==> config.mk <==
export PLATFORM = sky130hd
export DESIGN_NAME = mdu_iterative_flat
export DESIGN_NICKNAME = d
export VERILOG_FILES = /design/src/rtl/mdu_iterative_if.sv /design/src/rtl/mdu_iterative.sv /design/src/flat_wrapper.sv
export SDC_FILE = /design/constraint.sdc
export NUM_CORES = 1
export LEC_CHECK = 0
export CORE_ASPECT_RATIO = 1.5
export CORE_MARGIN = 2
export CORE_UTILIZATION = 60
export DETAILED_ROUTE_END_ITERATION = 8
export PLACE_DENSITY = 0.8
export SLEW_MARGIN = 20
export SYNTH_ARGS = -nofsm -noshare
export SYNTH_HDL_FRONTEND = slang
export SYNTH_SLANG_ARGS = --single-unit
==> constraint.sdc <==
create_clock -name clk -period 6.35 [get_ports clk]
set_input_delay 1.27 -clock clk [delete_from_list [all_inputs] [get_ports clk]]
set_output_delay 1.27 -clock clk [all_outputs]
set_load 0.005 [all_outputs]
==> src/rtl/mdu_iterative_if.sv <==
// Request/response handshake bundle for the iterative multiply/divide unit.
// The master drives requests and consumes results; the slave is the unit.
interface mdu_iterative_if #(
    parameter int XLEN  = 32,
    parameter int TAG_W = 5
);
    logic             in_valid;
    logic             in_ready;
    logic [2:0]       in_funct3;
    logic [XLEN-1:0]  in_rs1;
    logic [XLEN-1:0]  in_rs2;
    logic [TAG_W-1:0] in_tag;
    logic             out_valid;
    logic             out_ready;
    logic [XLEN-1:0]  out_result;
    logic [TAG_W-1:0] out_tag;

    modport master (
        output in_valid, in_funct3, in_rs1, in_rs2, in_tag, out_ready,
        input  in_ready, out_valid, out_result, out_tag
    );

    modport slave (
        input  in_valid, in_funct3, in_rs1, in_rs2, in_tag, out_ready,
        output in_ready, out_valid, out_result, out_tag
    );
endinterface

==> src/rtl/mdu_iterative.sv <==
// Iterative RV32M/RV64M multiply/divide unit: radix-2 shift-add multiply and
// restoring divide, one result bit per cycle, fixed latency for every op.
module mdu_iterative #(
    parameter int XLEN  = 32,
    parameter int TAG_W = 5
) (
    input  logic clk,
    input  logic rst,
    input  logic flush,
    mdu_iterative_if.slave bus
);
    localparam int CW = $clog2(XLEN);
    localparam logic [CW-1:0] COUNT_LOAD = CW'(XLEN - 1);

    localparam logic [1:0] S_IDLE = 2'd0;
    localparam logic [1:0] S_CALC = 2'd1;
    localparam logic [1:0] S_FIX  = 2'd2;
    localparam logic [1:0] S_DONE = 2'd3;

    localparam logic [XLEN-1:0] MOST_NEG = {1'b1, {(XLEN-1){1'b0}}};
    localparam logic [XLEN-1:0] ONE      = XLEN'(1);

    // Control state (reset)
    logic [1:0]       state;
    logic [CW-1:0]    count;
    logic             valid_q;
    logic [XLEN-1:0]  result;
    logic [TAG_W-1:0] result_tag;

    // Datapath state (loaded on acceptance)
    logic [2:0]        funct3;
    logic [TAG_W-1:0]  tag;
    logic [XLEN-1:0]   mag_a;
    logic [XLEN-1:0]   mag_b;
    logic              sign_a;
    logic              sign_b;
    logic [2*XLEN-1:0] prod;
    logic [XLEN-1:0]   quo;
    logic [XLEN:0]     rem;

    logic accept;
    assign accept        = (state == S_IDLE) && bus.in_valid && !flush;
    assign bus.in_ready  = (state == S_IDLE);
    assign bus.out_valid = valid_q;
    assign bus.out_result = result;
    assign bus.out_tag    = result_tag;

    // Request decode: MULHU/DIVU/REMU fully unsigned, MULHSU has unsigned B.
    logic            req_signed_a;
    logic            req_signed_b;
    logic            req_sign_a;
    logic            req_sign_b;
    logic [XLEN-1:0] req_mag_a;
    logic [XLEN-1:0] req_mag_b;

    always_comb begin
        // NOTE: every always_comb output gets a default first so no path can infer a latch.
        req_signed_a = 1'b0;
        req_signed_b = 1'b0;
        case (bus.in_funct3)
            3'd0, 3'd1, 3'd4, 3'd6: begin
                req_signed_a = 1'b1;
                req_signed_b = 1'b1;
            end
            3'd2:    req_signed_a = 1'b1;
            default: ;
        endcase
        req_sign_a = req_signed_a & bus.in_rs1[XLEN-1];
        req_sign_b = req_signed_b & bus.in_rs2[XLEN-1];
        req_mag_a  = req_sign_a ? -bus.in_rs1 : bus.in_rs1;
        req_mag_b  = req_sign_b ? -bus.in_rs2 : bus.in_rs2;
    end

    // One iteration of each algorithm; only the one matching funct3 is used in FIX.
    logic [XLEN:0]     mul_sum;
    logic [2*XLEN-1:0] prod_next;
    logic [XLEN:0]     div_shift;
    logic [XLEN:0]     div_diff;
    logic              div_ge;

    always_comb begin
        mul_sum   = {1'b0, prod[2*XLEN-1:XLEN]} + (prod[0] ? {1'b0, mag_a} : '0);
        prod_next = {mul_sum, prod[XLEN-1:1]};
        div_shift = {rem[XLEN-1:0], quo[XLEN-1]};
        div_diff  = div_shift - {1'b0, mag_b};
        div_ge    = !div_diff[XLEN];
    end

    // Sign correction and special-case forcing
    logic [2*XLEN-1:0] prod_signed;
    logic [XLEN-1:0]   quo_signed;
    logic [XLEN-1:0]   rem_signed;
    logic [XLEN-1:0]   a_value;
    logic              div_zero;
    logic              div_ovf;
    logic [XLEN-1:0]   fix_result;

    always_comb begin
        prod_signed = (sign_a ^ sign_b) ? -prod : prod;
        quo_signed  = (sign_a ^ sign_b) ? -quo : quo;
        rem_signed  = sign_a ? -rem[XLEN-1:0] : rem[XLEN-1:0];
        a_value     = sign_a ? -mag_a : mag_a;
        div_zero    = (mag_b == '0);
        div_ovf     = sign_a && sign_b && (mag_a == MOST_NEG) && (mag_b == ONE);
        if (div_zero) begin
            quo_signed = '1;
            rem_signed = a_value;
        end else if (div_ovf) begin
            quo_signed = MOST_NEG;
            rem_signed = '0;
        end
        if (!funct3[2])
            fix_result = (funct3[1:0] == 2'd0) ? prod_signed[XLEN-1:0]
                                               : prod_signed[2*XLEN-1:XLEN];
        else
            fix_result = funct3[1] ? rem_signed : quo_signed;
    end

    always_ff @(posedge clk) begin
        if (rst) begin
            state      <= S_IDLE;
            count      <= '0;
            valid_q    <= 1'b0;
            result     <= '0;
            result_tag <= '0;
        end else if (flush) begin
            state   <= S_IDLE;
            valid_q <= 1'b0;
        end else begin
            case (state)
                S_IDLE: begin
                    if (accept) begin
                        state <= S_CALC;
                        count <= COUNT_LOAD;
                    end
                end
                S_CALC: begin
                    count <= count - 1'b1;
                    if (count == '0)
                        state <= S_FIX;
                end
                S_FIX: begin
                    result     <= fix_result;
                    result_tag <= tag;
                    state      <= S_DONE;
                end
                default: begin
                    // out_valid is registered: it rises one cycle after entering DONE.
                    if (!valid_q) begin
                        valid_q <= 1'b1;
                    end else if (bus.out_ready) begin
                        valid_q <= 1'b0;
                        state   <= S_IDLE;
                    end
                end
            endcase
        end
    end

    // NOTE: operand/iteration registers are not reset; they are always reloaded on acceptance
    // before being read, so a reset would only add fan-out on rst.
    always_ff @(posedge clk) begin
        if (accept) begin
            funct3 <= bus.in_funct3;
            tag    <= bus.in_tag;
            mag_a  <= req_mag_a;
            mag_b  <= req_mag_b;
            sign_a <= req_sign_a;
            sign_b <= req_sign_b;
            prod   <= {{XLEN{1'b0}}, req_mag_b};
            quo    <= req_mag_a;
            rem    <= '0;
        end else if (state == S_CALC) begin
            prod <= prod_next;
            quo  <= {quo[XLEN-2:0], div_ge};
            rem  <= div_ge ? div_diff : div_shift;
        end
    end
endmodule

==> src/flat_wrapper.sv <==
// flat-port wrapper written by rule: the top's interface ports become plain ports
module mdu_iterative_flat 
#(
    parameter int XLEN  = 32,
    parameter int TAG_W = 5
)
  (clk, rst, flush, bus_in_valid, bus_in_funct3, bus_in_rs1, bus_in_rs2, bus_in_tag, bus_out_ready, bus_in_ready, bus_out_valid, bus_out_result, bus_out_tag);
  mdu_iterative_if #(.XLEN(XLEN), .TAG_W(TAG_W)) bus_i ();
  input  logic clk;
  input  logic rst;
  input  logic flush;
  input wire logic [$bits(bus_i.in_valid)-1:0] bus_in_valid;
  input wire logic [$bits(bus_i.in_funct3)-1:0] bus_in_funct3;
  input wire logic [$bits(bus_i.in_rs1)-1:0] bus_in_rs1;
  input wire logic [$bits(bus_i.in_rs2)-1:0] bus_in_rs2;
  input wire logic [$bits(bus_i.in_tag)-1:0] bus_in_tag;
  input wire logic [$bits(bus_i.out_ready)-1:0] bus_out_ready;
  output wire logic [$bits(bus_i.in_ready)-1:0] bus_in_ready;
  output wire logic [$bits(bus_i.out_valid)-1:0] bus_out_valid;
  output wire logic [$bits(bus_i.out_result)-1:0] bus_out_result;
  output wire logic [$bits(bus_i.out_tag)-1:0] bus_out_tag;
  assign bus_i.in_valid = bus_in_valid;
  assign bus_i.in_funct3 = bus_in_funct3;
  assign bus_i.in_rs1 = bus_in_rs1;
  assign bus_i.in_rs2 = bus_in_rs2;
  assign bus_i.in_tag = bus_in_tag;
  assign bus_i.out_ready = bus_out_ready;
  assign bus_in_ready = bus_i.in_ready;
  assign bus_out_valid = bus_i.out_valid;
  assign bus_out_result = bus_i.out_result;
  assign bus_out_tag = bus_i.out_tag;
  mdu_iterative #(.XLEN(XLEN), .TAG_W(TAG_W)) u_core (.clk(clk), .rst(rst), .flush(flush), .bus(bus_i));
endmodule
; ---- After elaboration in Yosys (flattened, before gate mapping)
; Index checks and enable logic that the tools add are counted.
[word_totals]
ff_bits = 247
inputBits = 77
output_inout_bits = 39
elab_cells = 91
[op_classes]
addsub = 9
eq_ne = 10
n_mux = 30
bitwise_logic = 4
reduce_logical = 23
[op_table]
columns = op, count
row1 = $mux W32, 18
row2 = $neg A32 Y32, 5
row3 = $mux W64, 1
row4 = $neg A64 Y64, 1
row5 = $add A32 B32 Y33, 1
row6 = $sub A33 B32 Y33, 1
row7 = $eq A32 B1 Y1 const B, 1
row8 = $eq A32 B32 Y1 const B, 1
row9 = $logic_not A32 Y1, 1
row10 = $pmux W5 S2, 1
row11 = $mux W2, 4
row12 = $reduce_bool A4 Y1, 2
row13 = $eq A3 B3 Y1 const B, 2
row14 = $pmux W2 S3, 1
row15 = $logic_and A1 B1 Y1, 5
row16 = $logic_not A5 Y1, 1
row17 = $mux W5, 1
row18 = $reduce_or A5 Y1, 1
row19 = $sub A5 B1 Y5 const B, 1
row20 = $logic_not A2 Y1, 2
row21 = $mux W1, 4
row22 = $ne A2 B1 Y1 const B, 2
row23 = $reduce_and A4 Y1, 1
row24 = $reduce_bool A2 Y1, 2
row25 = 14 further kinds, 16

; ---- Longest topological paths before layout
[logic_depth]
depth_word = 7
depth_mapped = 13
mapped_depth_nobuf = 13

; ---- Worst setup path before layout
; Ideal clock, no wire load.
[synth_timing]
kind = input -> register
from = input flush
to = register u_core.funct3[0] (enable)
setup_ns = 0.467
arrival_time_ns = 4.364
required_ns = 5.883
path_slack_ns = 1.519
cell_stages = 5
path_buffers = 3
path_cell_list = nand3b_1 -> inv_1 -> clkbuf_1 -> clkbuf_1 -> buf_1
[synth_between]
elab_chain_len = 2
[synth_rtl]
columns = element, line
row1 = from (decl), flat_wrapper.sv:11  ; input logic flush;
row2 = $logic_not A1 Y1, mdu_iterative.sv:42  ; assign accept = (state == S_IDLE) && bus.in_valid && !flush;
row3 = $logic_and A1 B1 Y1, mdu_iterative.sv:42
row4 = named net u_core.accept, mdu_iterative.sv:41  ; logic accept;
row5 = to (signal assigned), mdu_iterative.sv:164  ; funct3 <= bus.in_funct3;
row6 = to (decl), mdu_iterative.sv:31  ; logic [2:0] funct3;
; The timed path passes the listed nets, and every way through them passes these cells.
; A chain may end at the register's enable or synchronous reset.

; ---- Final worst setup path
[layout_timing]
from = input bus_in_rs1[5]
to = register u_core.quo[30] (data pin)
[layout_between]
elab_chain_len = 3
[layout_rtl]
columns = element, line
row1 = from (decl), flat_wrapper.sv:14  ; input wire logic [$bits(bus_i.in_rs1)-1:0] bus_in_rs1;
row2 = $neg A32 Y32, mdu_iterative.sv:70  ; req_mag_a = req_sign_a ? -bus.in_rs1 : bus.in_rs1;
row3 = $mux W32, mdu_iterative.sv:70
row4 = named net u_core.req_mag_a[30], mdu_iterative.sv:53  ; logic [XLEN-1:0] req_mag_a;
row5 = $mux W32, mdu_iterative.sv:163  ; if (accept) begin
row6 = to (signal assigned), mdu_iterative.sv:171  ; quo <= req_mag_a;
row7 = to (signal assigned), mdu_iterative.sv:175  ; quo <= {quo[XLEN-2:0], div_ge};
row8 = to (decl), mdu_iterative.sv:38  ; logic [XLEN-1:0] quo;
; The timed path passes the listed nets, and every way through them passes these cells.

==> results.yml <==
routing:
  wl_per_cell_microns: 23.5
  final_antenna_net_count: 0
  drt_iter0_drc: 1783
  dr.pass1.iters: 6
  routed_via_density: 6.70
  drc: 0
  finalWirelength_mm: 62.7
  vias: 17837
global_routing:
  overflow: 0
  grt_pass1_vias: 16966
  met3_usage: 0.0652
  grt_use_met1: 0.444
  grtUsageTotal: 0.385
  grt-busiest-layer: "met2"
  grt_first_pass_wirelength_mm: 95.5
  grt_use_met2: 0.664
  grt_max_degree: 85
  antenna_found_initial: 0
clocking:
  ctsResizeCount: 0
  clock_latency_ns: 0.56
  htree_levels: 1
  ctsLongestPathBuffers: 3
  postCtsSetupRepairBufs: 0
  clk_pin_slew_ns: 0.07
  clock-root-buffer: "clkbuf_16"
  numCtsBuffers: 25
  clkSinkCount: 247
  cts_tree: "done"
  cts_hold_buf: 0
final_layout:
  multi_input_area_sq_um: 11200
  syn_to_final_growth_pct: 12.5
  final_common_cell: "nand2_1"
  drive_gt1_frac: 0.0416
  utilization: 0.681
  layout_common_cells: "nand2_1 (337), o21ai_0 (178), edfxtp_1 (138)"
  nets: 2399
  seq_area_sq_um: 6330
  num-fill-cells: 2516
  final_cells: 2662
sta:
  rsz0062_at_grt: "no"
  period_needed_ns: 4.08
  hold_violations: 0
  fin_setup_tns_ns: 0
  finalCritPeriodShare: 0.643
  relSlewSlack: 0.292
  slew_violations: 0
  fmax_ghz: 0.245
  finClkSkew_ns: 0.0182
  setup_violations: 0
  tightest_slew_ns: 1.06
worst_setup_path:
  path_max_fanout: 4
  critical_path.top_delay_family: "simple AND/OR/NAND/NOR gates"
  cp_num_buf_inv: 1
  crit_slowest_cell: "nor4_1"
  worstSetupPathType: "in -> reg"
  required_ns: 6.66
  crit_top_cell: "nand2_1"
  cp-start-kind: "primary input"
  max_stage_delay_ns: 0.68
  cp.arrival_ns: 4.39
  path_cells: "clkdlybuf4s50_1 > nor4_1 > nand3_1 > nor4_1 > nor3b_1 > nand2_1 > o21ai_0 > xnor2_1 > nand2_1 > nand2_1"
  crit_path_end_kind: "flip-flop"
floorplanning:
  die_x_microns: 146
  row_count: 78
  dieArea_sq_um: 31800
  initial_utilization: 0.605
  die_y_microns: 217
  coreArea_sq_um: 30100
  io_pins: 116
place:
  place_congestion: 1.06
  dp_cells: 2616
  io_buffers: 115
  hpwlAfterDp_mm: 47.0
power:
  combPwrFrac: 0.284
  switchingPower_w: 0.00177
  intPower_w: 0.00325
  peakVddDrop_uv: 260
  leakage_nw: 7.96
  clockPowerShare: 0.311
  swShare: 0.353
  seqPwrFrac: 0.405
  power_density_nw_per_um2: 245
hold_path:
  hold_class: "reg -> reg"
status:
  status: "finished, final reports clean"
yosys:
  syn_nets: 2340
  synth_cells: 2184
  synth-edff-count: 138
  ys_seq_area_frac: 0.348
  syn_area_sq_um: 18200
  netlist-cell-type-count: 73
  synthArstFlopShare: 0
  synth_ff_type: "edfxtp_1"
  ys_warn_count: 0
  ys_ff_latch: 247
  syn_avg_cell_area_sq_um: 8.33
job:
  maxCapViolCount: 0
==> kinds of logic after synthesis <==
group,count (synthesis),share of synthesized area
and+or+nand+nor,786,0.203
DFF,247,0.348
adders and majority gates,79,0.0551
xor gates and xnor gates,259,0.125
muxes,37,0.0213
buffers and inverters,179,0.0371
AOI/OAI and AO/OA,597,0.211
==> worst register-to-register path, delay by kind of cell, from the launching register on <==
kind                       cells  cell delay [ns]
xor gates and xnor gates       1             0.20
DFF                            1             0.37
and+or+nand+nor                5             2.04
adders and majority gates      1             0.20
AOI/OAI and AO/OA              3             0.75
buffers and inverters          2             0.40
==> final timing paths <==
check                                                 end  cells past startpoint                       from  slack (ns)
worst max-delay path                       u_core.quo[30]                     10              bus_in_rs1[5]        2.27
worst min-delay path            u_core.bus.out_result[17]                      2  u_core.bus.out_result[17]        0.45
worst max register to register  u_core.bus.out_result[22]                     12             u_core.prod[0]        2.28
worst min register to register  u_core.bus.out_result[17]                      2  u_core.bus.out_result[17]        0.45
==> flip-flops by register name (all words and copies together) (netlist names), 32 cells and up <==
signal,cells
u_core.bus.out_result,32
u_core.mag_a,32
u_core.mag_b,32
u_core.prod,64
u_core.quo,32
u_core.rem,32
==> stage by stage <==
step	cell area, sq um	hold slack, ns	setup WS, ns	total power [W]
6_report	20500	0.446	2.27	0.00502
5_1_grt	20500	0.474	1.93	0.00519
4_1_cts	20500	0.450	2.27	0.00497
3_5_place_dp	19600	0.440	1.71	0.00343
3_3_place_gp	19600	0.433	1.87	0.00340
2_1_floorplan	18200	0.439	1.52	0.00298
==> final cells by class <==
class / count / area share
well taps: 400 / 0.0244
inverters: 73 / 0.0136
flip-flops and latches: 247 / 0.309
repair buffers: 138 / 0.0646
clock inverters: 19 / 0.00996
diodes: 1 / 0.000122
multi-input cells: 1758 / 0.548
clock buffers: 26 / 0.0307
==> power by group through the flow <==
stage,sequential (W),combinational (W),clock (W)
after floorplan,0.00196,0.00101,0
after global placement,0.00205,0.00134,0
after detailed placement,0.00206,0.00137,0
after CTS,0.00202,0.00139,0.00156
after global routing,0.00204,0.00154,0.00161
final,0.00203,0.00143,0.00156
==> layer usage <==
layer	up-vias	part of all wire
met3	292	0.086
met1	8452	0.36
met2	1003	0.48
met5	-	0
met4	0	0.074
li1	8090	-
==> cells in the mapped netlist (5+ instances only) <==
cell	number	area, sq um
a211o_1	7	61.3
nor3_1	43	215
a211oi_1	30	225
o31ai_1	55	413
nor2_1	135	507
o21a_1	11	82.6
xnor2_1	136	1190
a221oi_1	10	87.6
dfxtp_1	109	2180
nor2b_1	7	43.8
o21bai_1	5	37.5
a21o_1	27	203
or2_2	6	37.5
a21oi_1	137	686
a22oi_1	6	45.0
o22ai_1	5	31.3
o21ai_0	178	891
o41ai_1	24	210
a2111oi_0	6	52.6
or3_1	36	225
mux2i_1	32	320
or4_1	25	188
ha_1	77	963
xor2_1	122	1070
buf_1	12	45.0
inv_1	72	270
and2_1	40	250
and3_1	10	62.6
nand2b_1	23	144
nand2_1	337	1260
o221ai_1	7	61.3
nand3_1	52	260
o31a_1	6	52.6
a31oi_1	23	144
edfxtp_1	138	4140
o311ai_0	6	52.6
o211ai_1	16	120
a311oi_1	7	61.3
nor4_1	37	231
clkbuf_1	91	342
nand4_1	19	119
Power figures use the tool's default switching activity.
